$ cat src/rtl/wash_start_ctrl.sv
`default_nettype none
// ============================================================================
// Module   : wash_start_ctrl
// Brief    : Front-end controller for the washing-machine FSM. Debounces the
//            start button and door sensor, sequences the door lock and the
//            start handshake, detects end-of-cycle from the FSM state, counts
//            completed washes and reports door-forced / start-timeout faults.
// Revision : 1.0 - initial release
// ============================================================================
module wash_start_ctrl #(
  parameter int DEBOUNCE_CYCLES = 16,
  parameter int LOCK_SETTLE     = 4,
  parameter int UNLOCK_DELAY    = 8,
  parameter int START_TIMEOUT   = 32
) (
  input  logic       clk,
  input  logic       reset_n,
  input  logic       start_btn_raw,
  input  logic       door_sensor_raw,
  input  logic [1:0] machine_state,
  output logic       start,
  output logic       door_closed,
  output logic       door_lock,
  output logic       busy,
  output logic       done,
  output logic       fault,
  output logic [1:0] fault_code,
  output logic [7:0] cycles_done
);

  // Controller states
  localparam logic [2:0] CTRL_IDLE   = 3'd0;
  localparam logic [2:0] CTRL_LOCK   = 3'd1;
  localparam logic [2:0] CTRL_START  = 3'd2;
  localparam logic [2:0] CTRL_RUN    = 3'd3;
  localparam logic [2:0] CTRL_UNLOCK = 3'd4;
  localparam logic [2:0] CTRL_FAULT  = 3'd5;

  // Machine FSM states of interest
  localparam logic [1:0] C_MS_IDLE = 2'b00;
  localparam logic [1:0] C_MS_SPIN = 2'b11;

  // Fault codes
  localparam logic [1:0] C_CODE_NONE    = 2'b00;
  localparam logic [1:0] C_CODE_DOOR    = 2'b01;
  localparam logic [1:0] C_CODE_TIMEOUT = 2'b10;

  // Shared per-state counter; wide enough for any sane timing parameter
  localparam int              CNT_W           = 16;
  localparam logic [CNT_W-1:0] C_CNT_ONE      = CNT_W'(1);
  localparam logic [CNT_W-1:0] C_SETTLE_LAST  = CNT_W'(LOCK_SETTLE - 1);
  localparam logic [CNT_W-1:0] C_UNLOCK_LAST  = CNT_W'(UNLOCK_DELAY - 1);
  localparam logic [CNT_W-1:0] C_TIMEOUT_LAST = CNT_W'(START_TIMEOUT - 1);
  localparam logic [7:0]       C_DEB_LIMIT    = 8'(DEBOUNCE_CYCLES);
  localparam logic [7:0]       C_CYCLES_MAX   = 8'd255;

  // Bit 0 = start button, bit 1 = door sensor
  logic [1:0] w_raw;
  logic [1:0] w_stable;

  assign w_raw = {door_sensor_raw, start_btn_raw};

  for (genvar gi = 0; gi < 2; gi++) begin : g_debounce
    logic [7:0] r_db_cnt;
    logic       r_db_stable;

    // Accept a raw value only after it has disagreed with the stable value long enough
    always_ff @(posedge clk or negedge reset_n) begin
      if (!reset_n) begin
        r_db_cnt    <= 8'd0;
        r_db_stable <= 1'b0;
      end else if (w_raw[gi] == r_db_stable) begin
        r_db_cnt    <= 8'd0;
      end else if (r_db_cnt == C_DEB_LIMIT) begin
        r_db_stable <= w_raw[gi];
        r_db_cnt    <= 8'd0;
      end else begin
        r_db_cnt    <= r_db_cnt + 8'd1;
      end
    end

    assign w_stable[gi] = r_db_stable;
  end

  logic       r_start_prev;
  logic [1:0] r_prev_ms;
  logic       w_start_evt;
  logic       w_door_ok;

  assign w_start_evt = w_stable[0] & ~r_start_prev;
  assign w_door_ok   = w_stable[1];

  // Edge detector history for the start button and the FSM state
  always_ff @(posedge clk or negedge reset_n) begin
    if (!reset_n) begin
      r_start_prev <= 1'b0;
      r_prev_ms    <= C_MS_IDLE;
    end else begin
      r_start_prev <= w_stable[0];
      r_prev_ms    <= machine_state;
    end
  end

  logic [2:0]       r_state;
  logic [2:0]       w_next_state;
  logic [CNT_W-1:0] r_cnt;
  logic [1:0]       r_fault_code;
  logic [1:0]       w_next_code;

  // State register and per-state counter, which restarts on every state entry
  always_ff @(posedge clk or negedge reset_n) begin
    if (!reset_n) begin
      r_state <= CTRL_IDLE;
      r_cnt   <= '0;
    end else begin
      r_state <= w_next_state;
      r_cnt   <= (w_next_state != r_state) ? '0 : r_cnt + C_CNT_ONE;
    end
  end

  // Next-state logic; fault conditions are tested before any other exit
  always_comb begin
    w_next_state = r_state;
    w_next_code  = r_fault_code;
    case (r_state)
      CTRL_IDLE: begin
        if (w_start_evt && w_door_ok && (machine_state == C_MS_IDLE))
          w_next_state = CTRL_LOCK;
      end
      CTRL_LOCK: begin
        if (!w_door_ok)
          w_next_state = CTRL_IDLE;
        else if (r_cnt == C_SETTLE_LAST)
          w_next_state = CTRL_START;
      end
      CTRL_START: begin
        if (!w_door_ok) begin
          w_next_state = CTRL_FAULT;
          w_next_code  = C_CODE_DOOR;
        end else if (r_cnt == C_TIMEOUT_LAST) begin
          w_next_state = CTRL_FAULT;
          w_next_code  = C_CODE_TIMEOUT;
        end else if (machine_state != C_MS_IDLE) begin
          w_next_state = CTRL_RUN;
        end
      end
      CTRL_RUN: begin
        if (!w_door_ok) begin
          w_next_state = CTRL_FAULT;
          w_next_code  = C_CODE_DOOR;
        end else if ((r_prev_ms == C_MS_SPIN) && (machine_state == C_MS_IDLE)) begin
          w_next_state = CTRL_UNLOCK;
        end
      end
      CTRL_UNLOCK: begin
        if (r_cnt == C_UNLOCK_LAST)
          w_next_state = CTRL_IDLE;
      end
      CTRL_FAULT: begin
        // The clearing press only returns to idle; a fresh press starts a cycle
        if (w_start_evt && w_door_ok && (machine_state == C_MS_IDLE)) begin
          w_next_state = CTRL_IDLE;
          w_next_code  = C_CODE_NONE;
        end
      end
      default: begin
        w_next_state = CTRL_IDLE;
        w_next_code  = C_CODE_NONE;
      end
    endcase
  end

  logic w_start;
  logic w_lock;
  logic w_busy;
  logic w_done;
  logic w_fault;
  logic w_door_closed;
  logic w_cycle_end;

  // Output decode from the upcoming state so registered outputs switch with the transition
  always_comb begin
    w_start       = (w_next_state == CTRL_START);
    w_lock        = (w_next_state == CTRL_LOCK)  || (w_next_state == CTRL_START) ||
                    (w_next_state == CTRL_RUN)   || (w_next_state == CTRL_UNLOCK);
    w_busy        = (w_next_state != CTRL_IDLE) && (w_next_state != CTRL_FAULT);
    w_done        = (r_state == CTRL_UNLOCK) && (w_next_state == CTRL_IDLE);
    w_fault       = (w_next_state == CTRL_FAULT);
    w_door_closed = w_door_ok && (w_next_state != CTRL_FAULT);
    w_cycle_end   = (r_state == CTRL_RUN) && (w_next_state == CTRL_UNLOCK);
  end

  logic       r_start;
  logic       r_lock;
  logic       r_busy;
  logic       r_done;
  logic       r_fault;
  logic       r_door_closed;
  logic [7:0] r_cycles;

  // Output registers, fault code holder and saturating completed-cycle counter
  always_ff @(posedge clk or negedge reset_n) begin
    if (!reset_n) begin
      r_start       <= 1'b0;
      r_lock        <= 1'b0;
      r_busy        <= 1'b0;
      r_done        <= 1'b0;
      r_fault       <= 1'b0;
      r_door_closed <= 1'b0;
      r_fault_code  <= C_CODE_NONE;
      r_cycles      <= 8'd0;
    end else begin
      r_start       <= w_start;
      r_lock        <= w_lock;
      r_busy        <= w_busy;
      r_done        <= w_done;
      r_fault       <= w_fault;
      r_door_closed <= w_door_closed;
      r_fault_code  <= w_next_code;
      if (w_cycle_end && (r_cycles != C_CYCLES_MAX))
        r_cycles <= r_cycles + 8'd1;
    end
  end

  assign start       = r_start;
  assign door_closed = r_door_closed;
  assign door_lock   = r_lock;
  assign busy        = r_busy;
  assign done        = r_done;
  assign fault       = r_fault;
  assign fault_code  = r_fault_code;
  assign cycles_done = r_cycles;

endmodule
`default_nettype wire

$ cat config.mk
export PLATFORM = sky130hd
export DESIGN_NAME = wash_start_ctrl
export DESIGN_NICKNAME = d
export VERILOG_FILES = /design/src/rtl/wash_start_ctrl.sv
export SDC_FILE = /design/constraint.sdc
export NUM_CORES = 1
export LEC_CHECK = 0
export ABC_AREA = 1
export CAP_MARGIN = 25
export CORE_MARGIN = 1.5
export CORE_UTILIZATION = 50
export CTS_BUF_LIST = sky130_fd_sc_hd__clkbuf_8
export DETAILED_ROUTE_END_ITERATION = 10
export PLACE_DENSITY_LB_ADDON = 0.12
export SETUP_SLACK_MARGIN = 0.4
export SYNTH_ARGS = -nofsm -noshare
export SYNTH_HDL_FRONTEND = slang
export SYNTH_SLANG_ARGS = --single-unit
$ cat constraint.sdc
create_clock -name clk -period 2.4 [get_ports clk]
set_input_delay 0.48 -clock clk [delete_from_list [all_inputs] [get_ports clk]]
set_output_delay 0.48 -clock clk [all_outputs]
set_load 0.02 [all_outputs]
==> impl_metrics.tcl, run 1 <==
set metrics [dict create \
    vias 2392 \
    relSlewSlack_pct 56.25 \
    clk_latency_ns 0.31 \
    via_per_inst 5.089 \
    grt_pass1_vias 2175 \
    cp_top_family "buffers and inverters" \
    filler_cell_count 537 \
    grt_max_degree 30 \
    clk_pin_slew_worst_paths_ns 0.10 \
    yosysUniqueCellTypes 34 \
    gp_congestion 0.8940 \
    synth_edf_count 0 \
    start_util_pct 51.92 \
    wl_met1_um 2797 \
    skew_ns 0.003284 \
    setup_tns_ns 0 \
    netlist_area_mm2 0.003074 \
    drt_iter0_drc 103 \
    core_mm2 0.005921 \
    worst-path-buf-inv 1 \
    wire_per_inst_um 12.45 \
    crit_chain "clkdlybuf4s50_1" \
    ys_async_sr_fraction_pct 100.0 \
    synth_seq_cells 56 \
    p_leak_nw 1.622 \
    first_pass_iters 4 \
    root_buffer "clkbuf_8" \
    cp-start-kind "register" \
    dp_cells 457 \
    cpMaxStageDelayCell "clkdlybuf4s50_1" \
    final_nets 406 \
    grt_pass1_wl_um 9922 \
    cap_viol_max_count 0 \
    setup-violations-final 0 \
    fin_area_mm2 0.003590 \
    critPathMaxFanout 5 \
    cp.required_ns 1.92 \
    antenna_found_initial 0 \
    wirelength_um 5852 \
    route.met3.wl_um 202 \
    hpwlAfterDp_um 4258 \
    hold_class "in2async" \
    io_pins 22 \
    end_kind "output pin" \
    crit_type "reg2out" \
    cts_tree "built" \
    synth_compound_area_share_pct 3.500 \
    cts_made_buffers 5 \
    synthAdderAreaFrac_pct 2.442 \
    peakVddDrop_mv 0.3400 \
    yosysWarnings 0 \
    die_h_um 81.41 \
    drcViolationCount 0 \
    cpPeakStageDelay_ns 0.63 \
    die-area_mm2 0.006628 \
    power_density_mw_per_mm2 672.1 \
    layout-drive-gt1-share_pct 18.23 \
    ant_nets 0 \
    fin_cells 470 \
    post-route-min-period_ns 1.860 \
    seq_area_frac_synth_pct 45.58 \
    cts_num_sinks 56 \
    port_buffers 21 \
    clockBufferDepth 2 \
    syn_area_per_cell_um2 8.563 \
    post_dp_cell_area_mm2 0.003421 \
    rsz0062_at_grt "no" \
    muxShareOfSynthArea_pct 0.3663 \
    synthCells 359 \
    synth_top_family_by_area "simple AND/OR/NAND/NOR gates" \
    top_layer "met4" \
    power_w 0.002413 \
    wl_met2_um 2776 \
    die_x_um 81.41 \
    finalHoldViolations 0 \
    synth_xor_area_share_pct 5.128 \
    row_count 28 \
    grt-ovfl-total 0 \
    grt_util_all_layers_pct 19.65 \
    status "finished clean" \
    yosys.area_share.simple_pct 35.29 \
    drv_slew 0 \
    insertedDiodeCount 0 \
    tightest_slew_ns 0.6563 \
    max_freq_mhz 537.8 \
    synth_top_flop_cell "dfrtp_1" \
    syn2layout_area_growth_pct 16.77 \
    synth_nets 371 \
    ctsHoldBuffers 0 \
    arrival_ns 1.38 \
    finalCritPeriodShare_pct 77.48 \
    cts-htree-levels 2 \
]
==> cell type report <==
type / instances / area, um^2 / area share [%]
inverter: 53 / 203.9 / 5.681
timing repair buffer: 32 / 330.3 / 9.202
sequential: 56 / 1405 / 39.14
multi-input combinational: 246 / 1459 / 40.64
clock buffer: 6 / 82.58 / 2.300
clock inverter: 2 / 15.01 / 0.4183
tap: 75 / 93.84 / 2.614
==> synthesized netlist by cell type, types with 5 or more instances <==
master / number / share of area, %
xnor2_1: 6 / 1.7
nor3_1: 12 / 2.0
nor2_4: 15 / 5.5
dfrtp_1: 56 / 46
nor2_1: 46 / 5.6
nand2_1: 64 / 7.8
a21oi_1: 8 / 1.3
nor2_2: 5 / 1.0
nand4_1: 17 / 3.5
nand2_2: 8 / 1.6
ha_1: 6 / 2.4
inv_1: 48 / 5.9
nand3_1: 22 / 3.6
xor2_1: 12 / 3.4
==> cells by family (layout without fill, tap and decap cells) <==
group / Yosys count / after routing
simple gates: 204 / 204
buf+inv: 57 / 93
flops: 56 / 56
xor+xnor: 18 / 18
compound gates: 17 / 17
fa+ha+maj: 6 / 6
mux: 1 / 1
==> sequential cells by signal (all words and copies together), names as in the netlist <==
register                count
g_debounce.r_db_cnt        16
r_cnt                      16
cycles_done                 8
r_state                     3
fault_code                  2
g_debounce.r_db_stable      2
r_prev_ms                   2
busy                        1
done                        1
door_closed                 1
door_lock                   1
fault                       1
r_start_prev                1
start                       1
==> final timing paths <==
path | startpoint | endpoint | slack (ns) | cells past startpoint
max in group asynchronous | reset_n | r_state[2] | 1.63 | 2
min in group clk | machine_state[0] | r_prev_ms[0] | 0.32 | 1
worst max-delay path | cycles_done[2] | cycles_done[2] | 0.54 | 1
worst max register to register | r_cnt[10] | done | 0.55 | 10
worst min register to register | g_debounce[0].r_db_cnt[0] | g_debounce[0].r_db_cnt[0] | 0.49 | 1
worst min-delay path | reset_n | r_cnt[10] | 0.18 | 1
==> layout by cell type (no fill, tap or decap), types with 3 or more instances in the layout <==
cell             synthesis  routed
a21oi_1                  8       8
buf_12                   1       3
buf_4                    1       8
clkbuf_8                 0       6
clkdlybuf4s50_1          0      18
dfrtp_1                 56      53
dfrtp_2                  0       3
ha_1                     6       5
inv_1                   48      47
inv_2                    4       4
nand2_1                 64      63
nand2_2                  8       9
nand3_1                 22      21
nand3_2                  3       4
nand4_1                 17      17
nor2_1                  46      45
nor2_2                   5       6
nor2_4                  15      15
nor3_1                  12      12
nor4_1                   4       4
o21ai_0                  4       4
xnor2_1                  6       6
xor2_1                  12      12
==> power breakdown <==
group	internal (W)	switching, W	total, W
combinational	0.000310	0.000422	0.000732
clock	0.000234	0.000317	0.000552
sequential	0.00104	0.0000903	0.00113
==> per-layer routing <==
| layer | global-route usage [%] | up-vias |
|---|---|---|
| met5 | 0 | - |
| met2 | 30.91 | 38 |
| met4 | 5.690 | 0 |
| met1 | 27.49 | 1132 |
| li1 | - | 1215 |
| met3 | 3.889 | 7 |
==> metrics by stage <==
| stage | setup slack, ns | hold slack (ns) | util (%) |
|---|---|---|---|
| after CTS | 0.4272 | 0.2053 | 59.43 |
| after global placement | 0.1657 | 0.4436 | 57.78 |
| after floorplan | 0.6322 | 0.1844 | - |
| after global routing | 0.3978 | 0.2288 | 60.63 |
| after detailed placement | 0.09180 | 0.4651 | 57.78 |
| final | 0.5405 | 0.1812 | 60.63 |
==> what timing repair did <==
| item | CTS | global route |
|---|---|---|
| setup buffers | 0 | 5 |
| gates resized for setup | 0 | 12 |
| setup endpoints to repair | 0 | 22 |
(Power assumes the default switching activity.)
==> inputs of run 2 (changes only) <==
- clock period: 2.4 -> 1.7 ns (I/O delays scaled with it)
==> impl_metrics.tcl, run 2 (same netlist as run 1, synthesis figures left out) <==
set metrics [dict create \
    status "complete, but fails checks" \
    violations "negative setup slack" \
    first_pass_iters 4 \
    vias 2625 \
    cpPeakStageDelay_ns 0.40 \
    wire_per_inst_um 13.08 \
    ctsHoldBuffers 0 \
    rr_startpoint "r_cnt[1]" \
    power_density_mw_per_mm2 890.6 \
    drcViolationCount 0 \
    relSlewSlack_pct 72.08 \
    wirelength_um 6787 \
    final_cell_mix "nand2_1, dfrtp_1, buf_4, inv_1, nor2_1" \
    core_mm2 0.005921 \
    final_common_cell "nand2_1" \
    drv_slew 0 \
    layout-drive-gt1-share_pct 41.89 \
    r2r_slack_ns -0.07 \
    root_buffer "clkbuf_8" \
    cpMaxStageDelayCell "dfrtp_1" \
    ant_nets 0 \
    clk_latency_ns 0.31 \
    setup-violations-final 23 \
    die_x_um 81.41 \
    grt_max_degree 57 \
    arrival_ns 2.02 \
    antenna_found_initial 0 \
    hpwlAfterDp_um 4531 \
    final_nets 455 \
    cts_tree "built" \
    grt_util_all_layers_pct 20.76 \
    hold_class "in2async" \
    max_freq_mhz 564.3 \
    end_kind "register" \
    cts-htree-levels 2 \
    start_util_pct 51.92 \
    drt_iter0_drc 144 \
    rr_endpoint "r_cnt[12]" \
    cts_made_buffers 5 \
    crit_chain "ha_4 -> nand3_2 -> nor2_2 -> nand2_2 -> nand2_2 -> nand2_4 -> nand3b_4 -> inv_4 -> a21oi_4 -> nand2_4 -> buf_12 -> nor2_4" \
    hold_ws_ns 0.01470 \
    post-route-min-period_ns 1.772 \
    finalWorstSetupSlack_ns -0.07218 \
    port_buffers 21 \
    critPathMaxFanout 9 \
    peakVddDrop_mv 0.7636 \
    finalHoldViolations 0 \
    cts_num_sinks 56 \
    grt-ovfl-total 0 \
    clk_pin_slew_worst_paths_ns 0.09 \
    cp.required_ns 1.95 \
    syn2layout_area_growth_pct 34.96 \
    skew_ns 0.008673 \
    power_w 0.003695 \
    post_dp_cell_area_mm2 0.003729 \
    r2r_cells 12 \
    p_leak_nw 1.962 \
    grt_pass1_vias 2521 \
    cp-start-kind "register" \
    gp_congestion 0.8390 \
    grt_pass1_wl_um 10760 \
    fin_area_mm2 0.004149 \
    insertedDiodeCount 0 \
    io_pins 22 \
    tightest_slew_ns 0.4157 \
    die_h_um 81.41 \
    cap_viol_max_count 0 \
    finalCritPeriodShare_pct 104.2 \
    via_per_inst 5.058 \
    row_count 28 \
    crit_type "reg2reg" \
    clockBufferDepth 2 \
    rsz0062_at_grt "yes" \
    die-area_mm2 0.006628 \
]
[run 2: per-layer routing]
layer	vias up	share of wire, %	GRT usage, %
met5	-	0	0
li1	1310	-	-
met1	1265	45	26.38
met2	44	51	35.95
met4	0	0.77	5.345
met3	6	3.1	4.222
[run 2: cell type report]
| cell class | count | area (um^2) |
|---|---|---|
| fillers | 444 | 1772 |
| multi-input cells | 246 | 1712 |
| clock inverters | 2 | 7.507 |
| repair buffers | 81 | 639.4 |
| clock buffers | 6 | 82.58 |
| inverters | 53 | 203.9 |
| flip-flops and latches | 56 | 1410 |
| well taps | 75 | 93.84 |
[run 2: stage by stage]
step | TNS [ns] | setup slack (ns) | utilization (%) | instances
2_1_floorplan | 0 | 0.07545 | - | 359
6_report | -1.065 | -0.07218 | 70.08 | 519
3_3_place_gp | -10.44 | -0.3787 | 62.98 | 494
4_1_cts | -1.120 | -0.07706 | 67.22 | 513
5_1_grt | -4.541 | -0.1999 | 70.08 | 519
3_5_place_dp | -12.07 | -0.4718 | 62.98 | 494
[run 2: critical path: cells and delay by family (launching register included)]
| family | cells | cell delay [ns] |
|---|---|---|
| AOI/OAI and AO/OA | 1 | 0.15 |
| DFF | 1 | 0.40 |
| adders and majority gates | 1 | 0.18 |
| and+or+nand+nor | 8 | 0.75 |
| buffers and inverters | 2 | 0.24 |
[run 2: worst max-delay path by stage]
stage | startpoint | end | slack (ns) | cells after the start
after floorplan | r_cnt[0] | r_cnt[10] | 0.08 | 13
after global placement | machine_state[1] | r_cnt[11] | -0.38 | 13
after detailed placement | machine_state[1] | cycles_done[0] | -0.47 | 13
after CTS | r_cnt[0] | cycles_done[0] | -0.08 | 12
after global routing | r_cnt[15] | cycles_done[7] | -0.20 | 10
final | r_cnt[1] | r_cnt[12] | -0.07 | 12
[run 2: repair_timing]
item / CTS / global route
setup endpoints to repair: 54 / 56
buffers inserted: 11 / 6
pin swaps: 23 / 24
gates resized for setup: 86 / 54
[run 2: power breakdown]
group,internal (W),switching (W)
Combinational,0.000616,0.000738
Clock,0.000322,0.000422
Sequential,0.00147,0.000130
Total,0.00241,0.00129
